<file path="config.mk">
export PLATFORM = sky130hd
export DESIGN_NAME = sat_accum_stage
export DESIGN_NICKNAME = d
export VERILOG_FILES = /design/src/rtl/sat_accum_stage.sv
export SDC_FILE = /design/constraint.sdc
export NUM_CORES = 1
export LEC_CHECK = 0
export CAP_MARGIN = 0
export CORE_MARGIN = 3
export CORE_UTILIZATION = 45
export DETAILED_ROUTE_END_ITERATION = 10
export PLACE_DENSITY = 0.74
export REMOVE_ABC_BUFFERS = 1
export SYNTH_ARGS = -nofsm -noshare
export SYNTH_HDL_FRONTEND = slang
export SYNTH_SLANG_ARGS = --single-unit
export TNS_END_PERCENT = 30
</file>
<file path="constraint.sdc">
create_clock -name clk -period 2.8 [get_ports clk]
set_clock_uncertainty 0.2 [all_clocks]
set_input_delay 0.42 -clock clk [delete_from_list [all_inputs] [get_ports clk]]
set_output_delay 0.42 -clock clk [all_outputs]
set_load 0.005 [all_outputs]
</file>
<file path="src/rtl/sat_accum_stage.sv">
// sat_accum_stage: accumulates a framed stream of signed samples with per-step
// saturation, then holds the frame result until the downstream side accepts it.
module sat_accum_stage #(
  parameter int BITWIDTH = 32,
  parameter int COUNT_W  = 8
) (
  input  logic                clk,
  input  logic                rst_n,
  input  logic                in_valid,
  output logic                in_ready,
  input  logic [BITWIDTH-1:0] in_data,
  input  logic                in_last,
  output logic                out_valid,
  input  logic                out_ready,
  output logic [BITWIDTH-1:0] out_data,
  output logic [COUNT_W-1:0]  out_count,
  output logic                out_sat
);
  typedef enum logic [1:0] {IDLE, ACCUM, HOLD} state_t;
  state_t              r_state;
  logic [BITWIDTH-1:0] r_acc;
  logic [COUNT_W-1:0]  r_cnt;
  logic                r_sat;
  logic [BITWIDTH:0]   w_sum;
  logic                w_ovf;
  logic [BITWIDTH-1:0] w_add;
  logic                w_in_xfer;
  // One guard bit: overflow exactly when guard and result sign disagree.
  assign w_sum     = {r_acc[BITWIDTH-1], r_acc} + {in_data[BITWIDTH-1], in_data};
  assign w_ovf     = w_sum[BITWIDTH] ^ w_sum[BITWIDTH-1];
  assign w_add     = !w_ovf ? w_sum[BITWIDTH-1:0]
                   : w_sum[BITWIDTH] ? {1'b1, {(BITWIDTH-1){1'b0}}}
                   : {1'b0, {(BITWIDTH-1){1'b1}}};
  assign in_ready  = r_state != HOLD;
  assign w_in_xfer = in_valid && in_ready;
  assign out_valid = r_state == HOLD;
  assign out_data  = r_acc;
  assign out_count = r_cnt;
  assign out_sat   = r_sat;
  always_ff @(posedge clk or negedge rst_n) begin
    if (!rst_n) begin
      r_state <= IDLE;
      r_acc   <= '0;
      r_cnt   <= '0;
      r_sat   <= 1'b0;
    end else begin
      case (r_state)
        IDLE: if (w_in_xfer) begin
          r_acc   <= in_data;
          r_cnt   <= COUNT_W'(1);
          r_sat   <= 1'b0;
          r_state <= in_last ? HOLD : ACCUM;
        end
        ACCUM: if (w_in_xfer) begin
          r_acc   <= w_add;
          r_cnt   <= &r_cnt ? r_cnt : r_cnt + 1'b1;
          r_sat   <= r_sat | w_ovf;
          r_state <= in_last ? HOLD : ACCUM;
        end
        HOLD: if (out_ready) r_state <= IDLE;
        default: r_state <= IDLE;
      endcase
    end
  end
endmodule

</file>
# ---- Yosys cells after proc, flatten, opt, wreduce, memory -nomap -nowiden
# Index checks and enable logic that the tools add are counted.
dict set report totals {
  regBits 43
  out_inout_bits 43
  elab_cells 40
  inputBits 37
}
dict set report op_classes {
  n_eq_ne 8
  n_bitwise 2
  add_sub_neg 2
  n_reduce_logical 8
  muxes 16
}
# operator count
set op_table {}
lappend op_table {{$mux W32} 4}
lappend op_table {{$pmux W32 S2} 1}
lappend op_table {{$add A32 B32 Y33} 1}
lappend op_table {{$mux W8} 3}
lappend op_table {{$pmux W8 S2} 1}
lappend op_table {{$add A8 B1 Y8 const B} 1}
lappend op_table {{$ne A2 B2 Y1 const B} 4}
lappend op_table {{$reduce_and A8 Y1} 1}
lappend op_table {{$mux W2} 3}
lappend op_table {{$ne A2 B1 Y1 const B} 2}
lappend op_table {{$pmux W2 S2} 1}
lappend op_table {{$reduce_and A4 Y1} 1}
lappend op_table {{$reduce_and A3 Y1} 1}
lappend op_table {{$eq A2 B1 Y1 const B} 1}
lappend op_table {{$eq A2 B2 Y1 const B} 1}
lappend op_table {{$logic_not A2 Y1} 1}
lappend op_table {{$mux W1} 2}
lappend op_table {{$pmux W1 S2} 1}
lappend op_table {{$reduce_and A2 Y1} 1}
lappend op_table {{$reduce_bool A2 Y1} 1}
lappend op_table {{$reduce_or A2 Y1} 1}
lappend op_table {{$logic_and A1 B1 Y1} 1}
lappend op_table {{$or A1 B1 Y1} 1}
lappend op_table {{$xor A1 B1 Y1} 1}

# ---- Longest topological paths before layout
# Gate-level depths: netlist of run 1.
dict set report depth {
  ltp_word 5
  depth_mapped 14
  ltp_nobuf 12
}

# ---- Least setup slack after synthesis of run 1
# OpenSTA, ideal clock, no wires.
dict set report synth_path {
  path_type {input to register}
  start {in in_data[24]}
  end {reg r_acc[29] (netlist: out_data[29])}
  setup_slack_ns -0.341
  required_ns 2.472
  n_path_buf 2
  stages 12
  setup_time_ns 0.128
  arrival_time_ns 2.813
  path_cell_list {ha_1 -> buf_6 -> a21o_1 -> a21o_1 -> a211oi_2 -> a21oi_1 -> a2111oi_4 -> nand2_2 -> nor3b_2 -> a2111oi_4 -> buf_6 -> o22ai_2}
}
dict set report synth_between {
  elab_chain_len 5
  elab_cells_between_ends 6
  cone_classes {add/sub (1); mux (4); bitwise (1)}
}
# item line_no
set synth_lines {}
lappend synth_lines {{start: declaration} 11} ;# input logic [BITWIDTH-1:0] in_data,
lappend synth_lines {{$add A32 B32 Y33 *} 29} ;# assign w_sum = {r_acc[BITWIDTH-1], r_acc} + {in_data[BITWIDTH-1], in_data};
lappend synth_lines {{$mux W32 or $xor A1 B1 Y1 (tied branches)} {32, 30}}
lappend synth_lines {{$mux W32 *} 31} ;# assign w_add = !w_ovf ? w_sum[BITWIDTH-1:0]
lappend synth_lines {{$mux W32 *} 54} ;# ACCUM: if (w_in_xfer) begin
lappend synth_lines {{$pmux W32 S2 *} 47} ;# case (r_state)
lappend synth_lines {{end signal: assignment} 49} ;# r_acc <= in_data;
lappend synth_lines {{end signal: assignment} 55} ;# r_acc <= w_add;
lappend synth_lines {{end: declaration} 21} ;# logic [BITWIDTH-1:0] r_acc;
# Mark *: on every way between the ends. The rest lies on a longest branch, timed or not. The select of a mux whose other input is x is not followed.
# A chain may end at the register's enable or synchronous reset.

# ---- Worst setup path in the final report of run 1
dict set report layout_path {
  start {reg r_acc[9] (netlist: out_data[9])}
  end {reg r_acc[21] (netlist: out_data[21])}
}
dict set report layout_between {
  elab_chain_len 5
  elab_cells_between_ends 6
  cone_classes {add/sub (1); mux (4); bitwise (1)}
}
# item line_no
set layout_lines {}
lappend layout_lines {{$add A32 B32 Y33 *} 29}
lappend layout_lines {{$mux W32 or $xor A1 B1 Y1 (tied branches)} {32, 30}}
lappend layout_lines {{$mux W32 *} 31}
lappend layout_lines {{$mux W32 *} 54}
lappend layout_lines {{$pmux W32 S2 *} 47}
# Marks and branches as above.

==> impl_metrics.csv, run 1 <==
group,metric,value,unit
worst_setup_path,path_buf_inv,1,
final_layout,stdcell_count,856,
floorplan,std_cell_rows,34,
floorplan,fp.dieH,102,um
pwr,pwr-share-comb,77.3,%
synthesis,postSynth.asyncResetShare,100,%
pwr,power.leakage,2.96,nW
route,first_pass_iters,5,
worst_setup_path,ff2ff_path_depth,11,
pwr,sequentialPowerShare,14.8,%
final_layout,drive_gt1_share,34.1,%
pwr,intPower,4.02,mW
floorplan,die_x,102,um
pwr,ir_worst_vdd,0.000489,V
final_layout,layout.nets,817,
run_status,violations,"negative hold slack, negative setup slack",
synthesis,seq_area_frac_synth,26.1,%
final_layout,seq_area,0.00108,mm2
clock_network,cts_sinks,43,
timing,rsz0062_at_grt,"yes",
timing,fin_crit_sh,116,%
pwr,p_clk_share,7.9,%
worst_setup_path,worst_setup_path_start_kind,"register",
synthesis,synth_seq_cells,43,
pwr,power_density,1030,mW/mm2
pwr,p_switching,2.95,mW
route,vias,4977,
timing,finalWorstSetupSlack,-451,ps
grt,grtUsageTotal,28.3,%
worst_setup_path,cp_max_fo,5,
grt,first_global_vias,4957,
pwr,p_sw_share,42.4,%
synthesis,postSynthAreaPerCell,8.05,um2
clock_network,clk_pin_slew,120,ps
clock_network,cts-hold-fix-buffers,0,
worst_setup_path,cp.arrival,3300,ps
final_layout,utilization,76.5,%
clock_network,cts_tree,"yes",
floorplan,coreArea,0.00881,mm2
synthesis,yosysUniqueCellTypes,61,
clock_network,clock_latency,320,ps
synthesis,synth_flop_cell,"dfrtp_1",
floorplan,initial_core_util,46.9,%
timing,setup_viol,33,
timing,worst_pin_slew,639,ps
worst_setup_path,slowest_stage,"dfrtp_1",
worst_setup_path,crit_family,"simple AND/OR/NAND/NOR gates",
synthesis,synthesis.area,0.00413,mm2
worst_hold_path,min-delay-path-class,"input pin to async pin",
synthesis,synthCells,513,
timing,hold_viol,13,
worst_setup_path,r2r-start,"out_data[9]",
clock_network,cts.htree.levels,2,
worst_setup_path,crit_path_end_kind,"register",
synthesis,synth_edf_count,0,
place,dpl.hpwl,10200,um
grt,grt_start_max_net_pins,44,
clock_network,clockRootBuffer,"clkbuf_8",
route,wl_per_cell,17.7,um
clock_network,cts_inserted_buffers,5,
place,post-place-ws,-960,ps
clock_network,cts.path.max_buffers,2,
worst_setup_path,slowest_delay,430,ps
final_layout,num-fill-cells,620,
worst_setup_path,r2r_end,"out_data[21]",
final_layout,syn2layout_area_growth,63.2,%
place,portBuffers,79,
worst_setup_path,reg2reg_slack,-450,ps
timing,fmax,308,MHz
worst_setup_path,required,2850,ps
final_layout,multi_input_area,0.00318,mm2
route,ant_nets,0,
timing,drv_slew,0,
grt,grt_pass1_wl,23600,um
run,maxCapViolCount,0,
floorplan,ios,80,
route,drt_iter0_drc,269,
route,vias_per_cell,5.81,
route,wirelength,15200,um
run_status,status,"finished with violations",
timing,hold_ws,-16.9,ps
synthesis,yosys_warnings,0,
worst_setup_path,path_cells,"ha_4 > nand4_1 > or3_4 > a2111oi_4 > or3_4 > nand4_1 > and3b_2 > mux2i_4 > buf_6 > or3b_1 > o21ai_1",
route,drc,0,
worst_setup_path,path_class,"register to register",
floorplan,dieArea,0.0104,mm2
place,gp_congestion,0.938,
grt,grt_overflow,0,
timing,period_minus_slack,3250,ps
grt,antenna_found_initial,1,
timing,max_slew_margin,57.4,%
place,post-place-cells,825,
## layout by cell type (no fill, tap or decap), types with 16 or more instances in the layout
cell	instances
dfrtp_1	43
a21oi_1	55
xnor2_1	18
or3_1	30
nand2_1	46
clkdlybuf4s50_1	58
o21ai_0	42
nand4_1	16
nor2_1	30
dlygate4sd2_1	19
ha_4	17
inv_1	20
buf_4	166
## sequential cells by signal, indices dropped and copies added, names as in the netlist
| name | flops |
|---|---|
| out_count | 8 |
| out_data | 32 |
| out_sat | 1 |
| r_state | 2 |
## final cells by class
type                    count  area share [%]
diodes                      1          0.0371
clock buffers               5            1.02
clock inverters             3           0.687
inverters                  21            1.17
multi-input cells         419            47.3
flip-flops and latches     43            16.0
well taps                 108            2.01
repair buffers            256            31.8
## power by group through the flow
stage	logic (mW)	clock network [mW]	registers [mW]
global placement	4.46	0	0.979
global route	5.81	0.574	1.06
CTS	5.05	0.551	1.02
finish	5.39	0.550	1.03
detailed placement	4.55	0	0.992
floorplan	2.28	0	1.03
## cell usage after synthesis, types with 3 or more instances
master,n,area [um2]
dfrtp_1,43,1080
o21bai_1,10,75.1
buf_2,3,15.0
ha_1,33,413
nand4_1,16,100
inv_1,21,78.8
a21oi_1,66,330
a21o_1,13,97.6
o21ai_0,44,220
nand2_1,48,180
buf_6,7,78.8
o211ai_1,4,30.0
nand2b_1,9,56.3
nor3_1,3,15.0
or3_1,31,194
clkbuf_1,18,67.6
xnor2_1,19,166
nor2_1,31,116
o21a_1,7,52.6
nor2b_1,3,18.8
a31oi_1,4,25.0
nand3_1,14,70.1
a2111oi_4,3,82.6
a211oi_1,4,30.0
xor2_1,10,87.6
## metal layers
layer	wire length (um)	vias to the layer above	share of wire [%]	global-route usage, %
met5	0	-	0	0
met4	332	0	2.2	6.13
met3	872	39	5.7	4.06
met2	7280	202	48	48.5
met1	6690	2400	44	37.9
li1	-	2336	-	-
## cells by family after synthesis
family,after synthesis,share of synthesized area (%)
simple gates,172,21.4
xor+xnor,29,6.15
flops,43,26.1
buf+inv,51,6.12
fa+ha+maj,34,10.5
mux,2,0.788
compound gates,182,28.9
## worst register-to-register path, cell delays in order (launching register included)
cell and delay (ps):
dfrtp_1 430, ha_4 300, nand4_1 120, or3_4 420, a2111oi_4 240, or3_4 200, nand4_1 160, and3b_2 280
mux2i_4 250, buf_6 150, or3b_1 340, o21ai_1 70
## stage by stage
stage / cell area, um2 / hold WS, ps / TNS [ps] / power (mW)
floorplan: 3950 / -75.6 / -24920 / 3.30
global placement: 6040 / 300 / -25450 / 5.44
detailed placement: 6040 / 303 / -28080 / 5.54
CTS: 6610 / 11.6 / -8890 / 6.62
global route: 6740 / 65.8 / -15860 / 7.44
finish: 6740 / -16.9 / -11790 / 6.97
## worst max path at each step
stage	to	from	cells after the start	slack [ps]
CTS	out_data[21]	out_data[3]	12	-360
floorplan	out_data[29]	in_data[24]	10	-860
global route	out_data[21]	out_data[9]	11	-570
detailed placement	out_data[28]	in_data[0]	13	-960
global placement	out_data[28]	in_data[0]	13	-880
finish	out_data[21]	out_data[9]	11	-450
## timing repair
| item | CTS | global route |
|---|---|---|
| setup buffers | 15 | 6 |
| pin swaps | 40 | 15 |
| gates cloned | 1 | 0 |
| resized for setup | 79 | 16 |
| setup endpoints to repair | 33 | 33 |
No activity file was read; power rests on OpenSTA's default activity.
==> run 2: changes to the inputs <==
CTS_CLUSTER_DIAMETER = 80   (was not set)
==> results of run 2 <==
Same layout as run 1: the final DEF is identical, and so are final timing and power.
==> run 3: changes to the inputs <==
CAP_MARGIN = 20   (was 0)
==> results of run 3 <==
Same layout as run 1: the final DEF is identical, and so are final timing and power.
